--- config.mk ---
export PLATFORM = sky130hd
export DESIGN_NAME = ddr_fifo_responder
export DESIGN_NICKNAME = d
export VERILOG_FILES = /design/src/rtl/ddr_fifo_responder_pkg.sv /design/src/rtl/ddr_fifo_responder_rsp_fifo.sv /design/src/rtl/ddr_fifo_responder.sv
export SDC_FILE = /design/constraint.sdc
export NUM_CORES = 1
export LEC_CHECK = 0
export CAP_MARGIN = 5
export CORE_AREA = 2 2 241 243
export DETAILED_ROUTE_END_ITERATION = 6
export DIE_AREA = 0 0 243 245
export GPL_TIMING_DRIVEN = 0
export PLACE_DENSITY = 0.55
export RECOVER_POWER = 50
export SYNTH_ARGS = -nofsm -noshare
export SYNTH_HDL_FRONTEND = slang
export SYNTH_SLANG_ARGS = --single-unit
--- constraint.sdc ---
create_clock -name clk -period 10.8 [get_ports clk]
set_input_delay 2.7 -clock clk [delete_from_list [all_inputs] [get_ports clk]]
set_output_delay 2.7 -clock clk [all_outputs]
set_load 0.02 [all_outputs]
--- src/rtl/ddr_fifo_responder_pkg.sv ---
// Shared types and constants for ddr_fifo_responder.
// CREDIT follows DDR_FIFO_RESPONDER_RSP_FIFO_EN (response FIFO present or not).
package ddr_fifo_responder_pkg;

    localparam int   LINE_W = 128;
    localparam int   MASK_W = 16;
    localparam logic CMD_WR = 1'b0;
    localparam logic CMD_RD = 1'b1;

`ifdef DDR_FIFO_RESPONDER_RSP_FIFO_EN
    localparam int   CREDIT = 4;
`else
    localparam int   CREDIT = 2;
`endif

    typedef enum logic [1:0] {
        ST_IDLE     = 2'd0,
        ST_WR       = 2'd1,
        ST_RD_ISSUE = 2'd2,
        ST_RD_DRAIN = 2'd3
    } state_e;

endpackage

--- src/rtl/ddr_fifo_responder_rsp_fifo.sv ---
// Depth-4 response FIFO with occupancy count, plus its overflow checker.
// Only instantiated when DDR_FIFO_RESPONDER_RSP_FIFO_EN is defined.
module rsp_fifo_chk (
    input logic clk,
    input logic rstn,
    input logic push_i,
    input logic pop_i,
    input logic full_i
);
    // A push into a full FIFO is only legal when a pop frees the slot.
    a_no_overflow: assert property (@(posedge clk) disable iff (!rstn) !(push_i && full_i && !pop_i))
        else $error("rsp_fifo: push while full");
endmodule

module rsp_fifo #(
    parameter int W = 128
) (
    input  logic         clk,
    input  logic         rstn,
    input  logic         push_i,
    input  logic [W-1:0] din_i,
    input  logic         pop_i,
    output logic [W-1:0] dout_o,
    output logic         empty_o,
    output logic [2:0]   count_o
);
    logic [W-1:0] mem_q [4];
    logic [1:0]   wr_ptr_q;
    logic [1:0]   rd_ptr_q;
    logic [2:0]   count_q;
    logic         full_s;
    logic         do_push_s;
    logic         do_pop_s;

    assign full_s    = (count_q == 3'd4);
    assign do_pop_s  = pop_i && (count_q != 3'd0);
    assign do_push_s = push_i && (!full_s || do_pop_s);

    // Storage, pointers and occupancy.
    always_ff @(posedge clk or negedge rstn) begin
        if (!rstn) begin
            for (int i = 0; i < 4; i++) begin
                mem_q[i] <= '0;
            end
            wr_ptr_q <= 2'd0;
            rd_ptr_q <= 2'd0;
            count_q  <= 3'd0;
        end else begin
            if (do_push_s) begin
                mem_q[wr_ptr_q] <= din_i;
                wr_ptr_q        <= wr_ptr_q + 2'd1;
            end
            if (do_pop_s) begin
                rd_ptr_q <= rd_ptr_q + 2'd1;
            end
            count_q <= count_q + {2'd0, do_push_s} - {2'd0, do_pop_s};
        end
    end

    assign dout_o  = mem_q[rd_ptr_q];
    assign empty_o = (count_q == 3'd0);
    assign count_o = count_q;

    rsp_fifo_chk u_chk (
        .clk    (clk),
        .rstn   (rstn),
        .push_i (push_i),
        .pop_i  (pop_i),
        .full_i (full_s)
    );
endmodule

--- src/rtl/ddr_fifo_responder.sv ---
// Cache-command responder driving the Gowin DDR3 user port.
// Optional 4-entry response FIFO: define DDR_FIFO_RESPONDER_RSP_FIFO_EN.
module ddr_fifo_responder
    import ddr_fifo_responder_pkg::*;
#(
    parameter int ADDR_W    = 27,
    parameter int ADDR_STEP = 16
) (
    input  logic              clk,
    input  logic              rstn,
    input  logic              io_fifo_cmd_valid,
    output logic              io_fifo_cmd_ready,
    input  logic              io_fifo_cmd_type,
    input  logic [ADDR_W-1:0] io_fifo_cmd_addr,
    input  logic [5:0]        io_fifo_cmd_burst_cnt,
    input  logic [LINE_W-1:0] io_fifo_cmd_wt_data,
    input  logic [MASK_W-1:0] io_fifo_cmd_wt_mask,
    output logic              io_fifo_rsp_valid,
    input  logic              io_fifo_rsp_ready,
    output logic [LINE_W-1:0] io_fifo_rsp_data,
    input  logic              ddr_init_done,
    output logic [2:0]        ddr_cmd,
    output logic              ddr_cmd_en,
    input  logic              ddr_cmd_ready,
    output logic [ADDR_W-1:0] ddr_addr,
    output logic [LINE_W-1:0] ddr_wr_data,
    output logic              ddr_wr_data_en,
    output logic              ddr_wr_data_end,
    output logic [MASK_W-1:0] ddr_wr_data_mask,
    input  logic              ddr_wr_data_rdy,
    input  logic [LINE_W-1:0] ddr_rd_data,
    input  logic              ddr_rd_data_valid,
    output logic              err_burst_wr
);
    state_e            state_q, state_d;
    logic              run_q;
    logic [ADDR_W-1:0] base_q, base_d;
    logic [ADDR_W-1:0] addr_q, addr_d;
    logic [5:0]        burst_q, burst_d;
    logic [6:0]        issued_q, issued_d;
    logic [6:0]        received_q, received_d;
    logic [2:0]        cmd_q, cmd_d;
    logic              cmd_en_q, cmd_en_d;
    logic              wr_en_q, wr_en_d;
    logic [LINE_W-1:0] wr_data_q, wr_data_d;
    logic [MASK_W-1:0] mask_q, mask_d;
    logic              err_q, err_d;

    logic              cmd_fire_s;
    logic              cmd_hs_s;
    logic              rd_accept_s;
    logic              rsp_empty_s;
    logic [6:0]        beats_s;
    logic [6:0]        pend_s;
    logic [ADDR_W-1:0] line_addr_s;
    logic              unused_s;

    // run_q keeps the command port closed while reset is asserted.
    assign io_fifo_cmd_ready = run_q && ddr_init_done && (state_q == ST_IDLE);
    assign cmd_fire_s        = io_fifo_cmd_valid && io_fifo_cmd_ready;
    assign cmd_hs_s          = cmd_en_q && ddr_cmd_ready;
    assign beats_s           = {1'b0, burst_q} + 7'd1;
    assign line_addr_s       = {io_fifo_cmd_addr[ADDR_W-1:4], 4'h0};
    // Read data is only taken while a read is actually outstanding.
    assign rd_accept_s       = ddr_rd_data_valid && (issued_q != received_q) &&
                               ((state_q == ST_RD_ISSUE) || (state_q == ST_RD_DRAIN));

`ifdef DDR_FIFO_RESPONDER_RSP_FIFO_EN
    logic [2:0] fifo_count_s;

    rsp_fifo #(.W(LINE_W)) u_rsp_fifo (
        .clk     (clk),
        .rstn    (rstn),
        .push_i  (rd_accept_s),
        .din_i   (ddr_rd_data),
        .pop_i   (io_fifo_rsp_valid && io_fifo_rsp_ready),
        .dout_o  (io_fifo_rsp_data),
        .empty_o (rsp_empty_s),
        .count_o (fifo_count_s)
    );
    assign io_fifo_rsp_valid = ~rsp_empty_s;
    assign unused_s          = ^io_fifo_cmd_addr[3:0];
`else
    logic              rsp_valid_q;
    logic [LINE_W-1:0] rsp_data_q;

    // Single response register: one-cycle pulse per returned beat.
    always_ff @(posedge clk or negedge rstn) begin
        if (!rstn) begin
            rsp_valid_q <= 1'b0;
            rsp_data_q  <= '0;
        end else begin
            rsp_valid_q <= rd_accept_s;
            if (rd_accept_s) begin
                rsp_data_q <= ddr_rd_data;
            end
        end
    end
    assign io_fifo_rsp_valid = rsp_valid_q;
    assign io_fifo_rsp_data  = rsp_data_q;
    assign rsp_empty_s       = ~rsp_valid_q;
    assign unused_s          = ^{io_fifo_cmd_addr[3:0], io_fifo_rsp_ready};
`endif

    // Next-state and next-output logic for the command FSM.
    always_comb begin
        state_d    = state_q;
        base_d     = base_q;
        addr_d     = addr_q;
        burst_d    = burst_q;
        issued_d   = issued_q;
        received_d = received_q + {6'd0, rd_accept_s};
        cmd_d      = cmd_q;
        cmd_en_d   = cmd_en_q;
        wr_en_d    = wr_en_q;
        wr_data_d  = wr_data_q;
        mask_d     = mask_q;
        err_d      = err_q;
        pend_s     = 7'd0;
        case (state_q)
            ST_IDLE: begin
                if (cmd_fire_s) begin
                    base_d     = line_addr_s;
                    addr_d     = line_addr_s;
                    burst_d    = io_fifo_cmd_burst_cnt;
                    issued_d   = 7'd0;
                    received_d = 7'd0;
                    cmd_en_d   = 1'b1;
                    if (io_fifo_cmd_type == CMD_WR) begin
                        state_d   = ST_WR;
                        cmd_d     = {2'b00, CMD_WR};
                        wr_en_d   = 1'b1;
                        wr_data_d = io_fifo_cmd_wt_data;
                        mask_d    = io_fifo_cmd_wt_mask;
                        err_d     = err_q | (io_fifo_cmd_burst_cnt != 6'd0);
                    end else begin
                        state_d = ST_RD_ISSUE;
                        cmd_d   = {2'b00, CMD_RD};
                    end
                end else begin
                    state_d = ST_IDLE;
                end
            end
            ST_WR: begin
                cmd_en_d = cmd_en_q & ~ddr_cmd_ready;
                wr_en_d  = wr_en_q & ~ddr_wr_data_rdy;
                if (!cmd_en_d && !wr_en_d) begin
                    state_d = ST_IDLE;
                end else begin
                    state_d = ST_WR;
                end
            end
            ST_RD_ISSUE: begin
                if (cmd_hs_s) begin
                    issued_d = issued_q + 7'd1;
                end else begin
                    issued_d = issued_q;
                end
`ifdef DDR_FIFO_RESPONDER_RSP_FIFO_EN
                // Beats parked in the FIFO still hold credit until popped.
                pend_s = issued_d - received_q + {4'd0, fifo_count_s};
`else
                pend_s = issued_d - received_d;
`endif
                if (issued_d == beats_s) begin
                    cmd_en_d = 1'b0;
                    state_d  = ST_RD_DRAIN;
                end else begin
                    addr_d = base_q + ADDR_W'(issued_d) * ADDR_W'(ADDR_STEP);
                    if (cmd_en_q && !ddr_cmd_ready) begin
                        cmd_en_d = 1'b1;
                    end else begin
                        cmd_en_d = (pend_s < 7'(CREDIT));
                    end
                end
            end
            ST_RD_DRAIN: begin
                if ((received_q == beats_s) && rsp_empty_s) begin
                    state_d = ST_IDLE;
                end else begin
                    state_d = ST_RD_DRAIN;
                end
            end
            default: begin
                state_d = ST_IDLE;
            end
        endcase
    end

    // FSM state and registered DDR-side outputs.
    always_ff @(posedge clk or negedge rstn) begin
        if (!rstn) begin
            state_q    <= ST_IDLE;
            run_q      <= 1'b0;
            base_q     <= '0;
            addr_q     <= '0;
            burst_q    <= 6'd0;
            issued_q   <= 7'd0;
            received_q <= 7'd0;
            cmd_q      <= 3'd0;
            cmd_en_q   <= 1'b0;
            wr_en_q    <= 1'b0;
            wr_data_q  <= '0;
            mask_q     <= 16'hFFFF;
            err_q      <= 1'b0;
        end else begin
            state_q    <= state_d;
            run_q      <= 1'b1;
            base_q     <= base_d;
            addr_q     <= addr_d;
            burst_q    <= burst_d;
            issued_q   <= issued_d;
            received_q <= received_d;
            cmd_q      <= cmd_d;
            cmd_en_q   <= cmd_en_d;
            wr_en_q    <= wr_en_d;
            wr_data_q  <= wr_data_d;
            mask_q     <= mask_d;
            err_q      <= err_d;
        end
    end

    assign ddr_cmd          = cmd_q;
    assign ddr_cmd_en       = cmd_en_q;
    assign ddr_addr         = addr_q;
    assign ddr_wr_data      = wr_data_q;
    assign ddr_wr_data_en   = wr_en_q;
    assign ddr_wr_data_end  = wr_en_q;
    assign ddr_wr_data_mask = mask_q;
    assign err_burst_wr     = err_q;

endmodule
==> flow_summary.json, run 1 <==
{
  "startpoint_type": "input pin",
  "fillerInstances": 5571,
  "cap_viol_max_count": 1,
  "postCtsSetupBuffers": 0,
  "worstSetupEndpointType": "register",
  "syn_inst": 1100,
  "clkLatencyLatePin_ns": 0.55,
  "cts_buffers": 43,
  "cts_tree": "built",
  "rows": 88,
  "wl_per_cell_um": 21.38,
  "drc": 0,
  "finClkSkew_ns": 0.01283,
  "p_leak_nw": 9.841,
  "clockBufferDepth": 3,
  "synth_top_area_share_pct": 55.43,
  "rsz0062_at_grt": "no",
  "max_slew.worst_pin.slew_ns": 2.020,
  "synth-main-ff-cell": "dfrtp_1",
  "cts_resized": 0,
  "async_flop_share_pct": 100.0,
  "path_max_fanout": 11,
  "worstPathCellList": "dlygate4sd3_1, o21ai_0, a41oi_1, clkbuf_1, buf_1, ha_1, ha_1, xnor2_1, ha_1, a21o_1, a31oi_1, o21bai_1, a211oi_1, o2111ai_1, o21ai_0",
  "path_common_cell": "ha_1",
  "synth_edf_count": 0,
  "clkSinkCount": 346,
  "dp_hpwl_um": 43270,
  "grt_max_degree": 114,
  "first_pass_iters": 5,
  "final_nets": 2097,
  "ctsHoldBuffers": 0,
  "cp_data_required_time_ns": 11.26,
  "status": "finished, violations left",
  "ys_seq_elements": 346,
  "slew_headroom_pct": -34.65,
  "grt_pass1_wl_um": 80410,
  "cts_root_buf": "clkbuf_16",
  "slew_viol_final": 33,
  "cts_max_level": 2,
  "avgSynthCellArea_um2": 13.54,
  "final_cell_count_no_fill": 2562,
  "synth_area_leaders": "dfrtp_1 (55%), mux2_2 (21%), dfstp_2 (2.8%)",
  "ios": 622,
  "layout_common_cells": "clkdlybuf4s50_1 (503), dfrtp_1 (330), mux2_2 (281)",
  "place.gp.congestion": 0.8327,
  "seq_area_mm2": 0.008678,
  "yosysTopAreaCell": "dfrtp_1",
  "placedCellCount": 2482,
  "synth.yosys.seq_area_share_pct": 58.25,
  "post-route-util_pct": 41.12,
  "hold_viol": 0,
  "timing.hold.ws_ns": 0.4718,
  "period_needed_ns": 7.020,
  "syn_to_final_growth_pct": 57.41,
  "via_per_inst": 4.423,
  "path_class": "in2reg",
  "violations": "capacitance limit, slew limit",
  "setup_viol": 0,
  "drtIter0Drc": 429,
  "detail-route-antenna-nets": 0,
  "powerDensity_mw_per_mm2": 310.1,
  "pre_cts_ws_ns": 3.373,
  "fp.dieH_um": 245,
  "setup_ws_ns": 3.780,
  "ys_warn_count": 0,
  "multi_input_area_mm2": 0.005832,
  "dieArea_mm2": 0.05954,
  "r2r_cells": 16,
  "worstPathArrival_ns": 7.48,
  "fmax_ghz": 0.1425,
  "fp.coreArea_mm2": 0.05703,
  "start_util_pct": 26.12,
  "layout_commonest_cell": "clkdlybuf4s50_1",
  "fin_crit_sh_pct": 65.00,
  "drive_gt1_share_pct": 23.06,
  "hold_depth": 1,
  "path_clk_slew_ns": 0.06,
  "ir_drop_mv": 0.1557,
  "grt_pass1_vias": 12180,
  "grt_usage_pct": 18.11,
  "portBuffers": 609,
  "wl_um": 54770,
  "slowest_delay_ns": 0.56,
  "hold_class": "reg2reg",
  "vias": 11330,
  "yosysUniqueCellTypes": 62,
  "grt-ovfl-total": 0,
  "chipWidth_um": 243,
  "antenna_found_initial": 10,
  "crit_path_top_delay_cell": "dlygate4sd3_1",
  "netlist_area_mm2": 0.01490
}
-- logic make-up (layout without fill, tap and decap cells) --
family / count (synthesis) / in the layout / share of synthesized area (%)
buffers and inverters: 84 / 774 / 2.687
DFF: 346 / 346 / 58.25
xor gates and xnor gates: 51 / 51 / 3.275
other: 2 / 9 / 0.05041
AOI/OAI and AO/OA: 96 / 96 / 4.208
and+or+nand+nor: 197 / 197 / 6.274
adders and majority gates: 21 / 21 / 1.864
muxes: 303 / 303 / 23.39
-- sequential cells by signal, indices dropped and copies added (netlist names) --
name               flops
ddr_wr_data_mask      16
io_fifo_rsp_valid      1
received_q             7
err_burst_wr           1
state_q                2
ddr_wr_data_en         1
issued_q               7
run_q                  1
ddr_cmd                1
base_q                23
io_fifo_rsp_data     128
ddr_addr              23
ddr_cmd_en             1
ddr_wr_data          128
burst_q                6
-- cells in the mapped netlist (all sizes together), types with 5 or more instances --
cell type	n
a21o	6
a21oi	22
a31oi	14
buf	30
clkbuf	31
dfrtp	330
dfstp	16
ha	19
inv	23
mux2	301
nand2	102
nand3	9
nand4	6
nor2	37
nor3	7
nor4	7
o21ai	26
o31ai	6
or3	5
or4	6
xnor2	29
xor2	19
-- per-layer routing --
layer | up-vias | global-route usage, % | share of wire (%)
met5 | - | 0 | 0.19
met4 | 16 | 6.406 | 3.3
met3 | 95 | 6.637 | 8.4
met2 | 414 | 30.91 | 50
met1 | 5636 | 20.86 | 38
li1 | 5172 | - | -
-- path summary, 6_finish.rpt --
kind                                        end  slack, ns              start
setup / recovery                     ddr_cmd_en       3.78  ddr_rd_data_valid
hold / removal                     err_burst_wr       0.47       err_burst_wr
setup reg to reg                     ddr_cmd_en       5.56      received_q[1]
hold reg to reg                    err_burst_wr       0.47       err_burst_wr
max in group asynchronous  io_fifo_rsp_data[97]       6.24               rstn
min in group asynchronous          err_burst_wr       2.72               rstn
-- area by class of cell --
type | instances | area share, %
inverter | 23 | 0.3681
sequential | 346 | 37.01
multi-input combinational | 675 | 24.87
timing repair buffer | 612 | 26.32
antenna | 2 | 0.02134
clock buffer | 66 | 5.394
buffer | 61 | 1.334
clock inverter | 12 | 0.6082
tap | 765 | 4.082
-- metrics by stage --
stage | power (W) | instance area [um2] | TNS, ns
after floorplan | 0.004165 | 14920 | 0
after global placement | 0.005923 | 21970 | -3041.51
after detailed placement | 0.005956 | 22060 | 0
after CTS | 0.007465 | 23470 | 0
after global routing | 0.007682 | 23450 | 0
final | 0.007273 | 23450 | 0
-- critical path: cells and delay by family --
kind,cells,cell delay (ns)
AOI/OAI and AO/OA,8,1.79
buffers and inverters,3,1.63
adders and majority gates,3,1.08
xor gates and xnor gates,1,0.26
-- where the power goes --
group          leakage [nW]  internal, W  switching, W
clock network         0.682     0.000877      0.000571
registers              4.15      0.00196      0.000369
logic                  5.01      0.00176       0.00174
total                  9.84      0.00460       0.00268
Note: power is estimated with default switching activity, not from simulation.
==> run 2: changes to the inputs <==
Settings changed: CORE_AREA 2 2 241 243 to 2 2 244 246, DIE_AREA 0 0 243 245 to 0 0 246 248.
Clock period 10.8 ns to 6.4 ns, I/O delays scaled along.
==> run 2 against run 1 <==
The flow still finishes with violations (capacitance limit, slew limit). Die area up 2.5%. Final cell count rose by 0.20%. Clock skew is 0.0037 ns higher. Largest cell class unchanged. Total power increased by 69%. Sequential share of layout area barely moved. Critical path type unchanged.
==> flow_summary.json, run 2 (same netlist as run 1, synthesis figures left out) <==
{
  "status": "finished, violations left",
  "violations": "capacitance limit, slew limit",
  "path_class": "in2reg",
  "path_common_cell": "ha_1",
  "cts_resized": 0,
  "critPathBufInv": 3,
  "clkLatencyLatePin_ns": 0.56,
  "finClkSkew_ns": 0.01651,
  "drc": 0,
  "cap_viol_max_count": 2,
  "dieArea_mm2": 0.06101,
  "wl_per_cell_um": 20.91,
  "path_clk_slew_ns": 0.06,
  "fp.dieH_um": 248,
  "fmax_ghz": 0.1767,
  "setup_viol": 0,
  "drive_gt1_share_pct": 23.26,
  "clkSinkCount": 346,
  "total_power_w": 0.01226,
  "rsz0062_at_grt": "no",
  "final_nets": 2097,
  "ios": 622,
  "met2_length_um": 27520,
  "min_to": "err_burst_wr",
  "grt_max_degree": 114,
  "cts_buffers": 43,
  "p_leak_nw": 9.855,
  "hold_class": "reg2reg",
  "cts_max_level": 2,
  "worstSetupEndpointType": "register",
  "crit_path_top_delay_cell": "dlygate4sd3_1",
  "r2r_cells": 16,
  "first_pass_iters": 5,
  "ir_drop_mv": 0.2808,
  "worstPathArrival_ns": 6.13,
  "worstPathCellList": "dlygate4sd3_1, o21ai_0, a41oi_1, buf_2, buf_1, ha_1, ha_1, xnor2_1, ha_1, a21o_1, a31oi_1, o21bai_1, a211oi_1, o2111ai_1, o21ai_0",
  "r2r_start": "received_q[1]",
  "fin_crit_sh_pct": 88.44,
  "startpoint_type": "input pin",
  "slew_viol_final": 224,
  "hold_depth": 1,
  "cts_tree": "built",
  "postCtsSetupBuffers": 0,
  "r2r-end": "ddr_cmd_en",
  "rows": 89,
  "syn_to_final_growth_pct": 57.40,
  "fp.coreArea_mm2": 0.05846,
  "slew_headroom_pct": -92.51,
  "placedInstanceArea_mm2": 0.02207,
  "place.gp.congestion": 0.8463,
  "ctsHoldBuffers": 0,
  "grt_usage_pct": 17.23,
  "grt-ovfl-total": 0,
  "clockBufferDepth": 3,
  "grt_pass1_wl_um": 78290,
  "wl_um": 53690,
  "timing.hold.ws_ns": 0.4760,
  "slowest_delay_ns": 0.56,
  "cts_root_buf": "clkbuf_16",
  "powerDensity_mw_per_mm2": 523.0,
  "period_needed_ns": 5.660,
  "highest_layer": "met5",
  "hold_viol": 0,
  "drtIter0Drc": 505,
  "r2r_setup_slack_ns": 1.48,
  "portBuffers": 609,
  "min_from": "err_burst_wr",
  "vias": 11310,
  "path_max_fanout": 11,
  "max_slew.worst_pin.slew_ns": 2.888,
  "grt_pass1_vias": 12040,
  "cp_data_required_time_ns": 6.87,
  "layout_common_cells": "clkdlybuf4s50_1 (498), dfrtp_1 (330), mux2_2 (281)",
  "via_per_inst": 4.405,
  "crit_family": "compound AO/OA/AOI/OAI gates",
  "final_area_mm2": 0.02345,
  "start_util_pct": 25.48,
  "layout_commonest_cell": "clkdlybuf4s50_1",
  "dp_hpwl_um": 42420,
  "wl_met1_um": 20260,
  "antenna_found_initial": 9,
  "chipWidth_um": 246,
  "detail-route-antenna-nets": 0,
  "wl_met3_um": 4587,
  "cp.depth": 15
}
## run 2: changes by cell type in the layout (fill, tap and decap cells not counted), moves of 4 or more
| cell | before | now |
|---|---|---|
| clkbuf_1 | 50 | 45 |
| clkbuf_8 | 6 | 12 |
| clkinv_2 | 6 | 2 |
| clkdlybuf4s50_1 | 503 | 498 |
| dlygate4sd3_1 | 105 | 110 |
## run 2: worst reg2reg max path, cell delays in order (launching register included)
cell and delay [ns]:
dfrtp_1 0.35, clkbuf_1 0.33, xor2_1 0.20, nor4_1 0.08, a41oi_1 0.41, buf_2 0.39, buf_1 0.52, ha_1 0.44
ha_1 0.30, xnor2_1 0.25, ha_1 0.34, a21o_1 0.19, a31oi_1 0.30, o21bai_1 0.13, a211oi_1 0.28, o2111ai_1 0.16
o21ai_0 0.17
## run 2: layer usage
| layer | vias to the layer above | global-route usage (%) |
|---|---|---|
| met1 | 5631 | 19.56 |
| met3 | 87 | 6.174 |
| met2 | 406 | 30.44 |
| met5 | - | 0 |
| li1 | 5174 | - |
| met4 | 10 | 4.724 |
## run 2: how the worst max path moves through the flow
stage	startpoint	endpoint
floorplan	ddr_rd_data_valid	ddr_cmd_en
global placement	rstn	ddr_wr_data[33]
detailed placement	ddr_rd_data_valid	ddr_cmd_en
CTS	ddr_rd_data_valid	ddr_cmd_en
global route	ddr_rd_data_valid	ddr_cmd_en
finish	ddr_rd_data_valid	ddr_cmd_en
## run 2: through the flow
step | instances | utilization, % | setup slack, ns | setup TNS [ns]
2_1_floorplan | 1105 | - | 1.838 | 0
3_3_place_gp | 2487 | 37.60 | -12.23 | -4135.03
3_5_place_dp | 2490 | 37.75 | 0.1725 | 0
4_1_cts | 2566 | 40.21 | 0.7614 | 0
5_1_grt | 2566 | 40.11 | 0.4514 | 0
6_report | 2567 | 40.11 | 0.7398 | 0
## run 2: cell type report
| cell class | count | area (um2) |
|---|---|---|
| Timing Repair Buffer | 612 | 6127 |
| Antenna cell | 1 | 2.502 |
| Buffer | 61 | 314.1 |
| Tap cell | 773 | 967.2 |
| Fill cell | 5549 | 35010 |
| Multi-Input combinational cell | 675 | 5832 |
| Inverter | 23 | 86.33 |
| Clock buffer | 66 | 1282 |
| Sequential cell | 346 | 8678 |
| Clock inverter | 10 | 160.2 |
## run 2: where the power goes
| part | leakage [nW] | switching, W | internal [W] |
|---|---|---|---|
| Combinational | 5.00 | 0.00291 | 0.00296 |
| Sequential | 4.15 | 0.000610 | 0.00331 |
| Clock | 0.703 | 0.000971 | 0.00150 |
| Total | 9.85 | 0.00449 | 0.00777 |
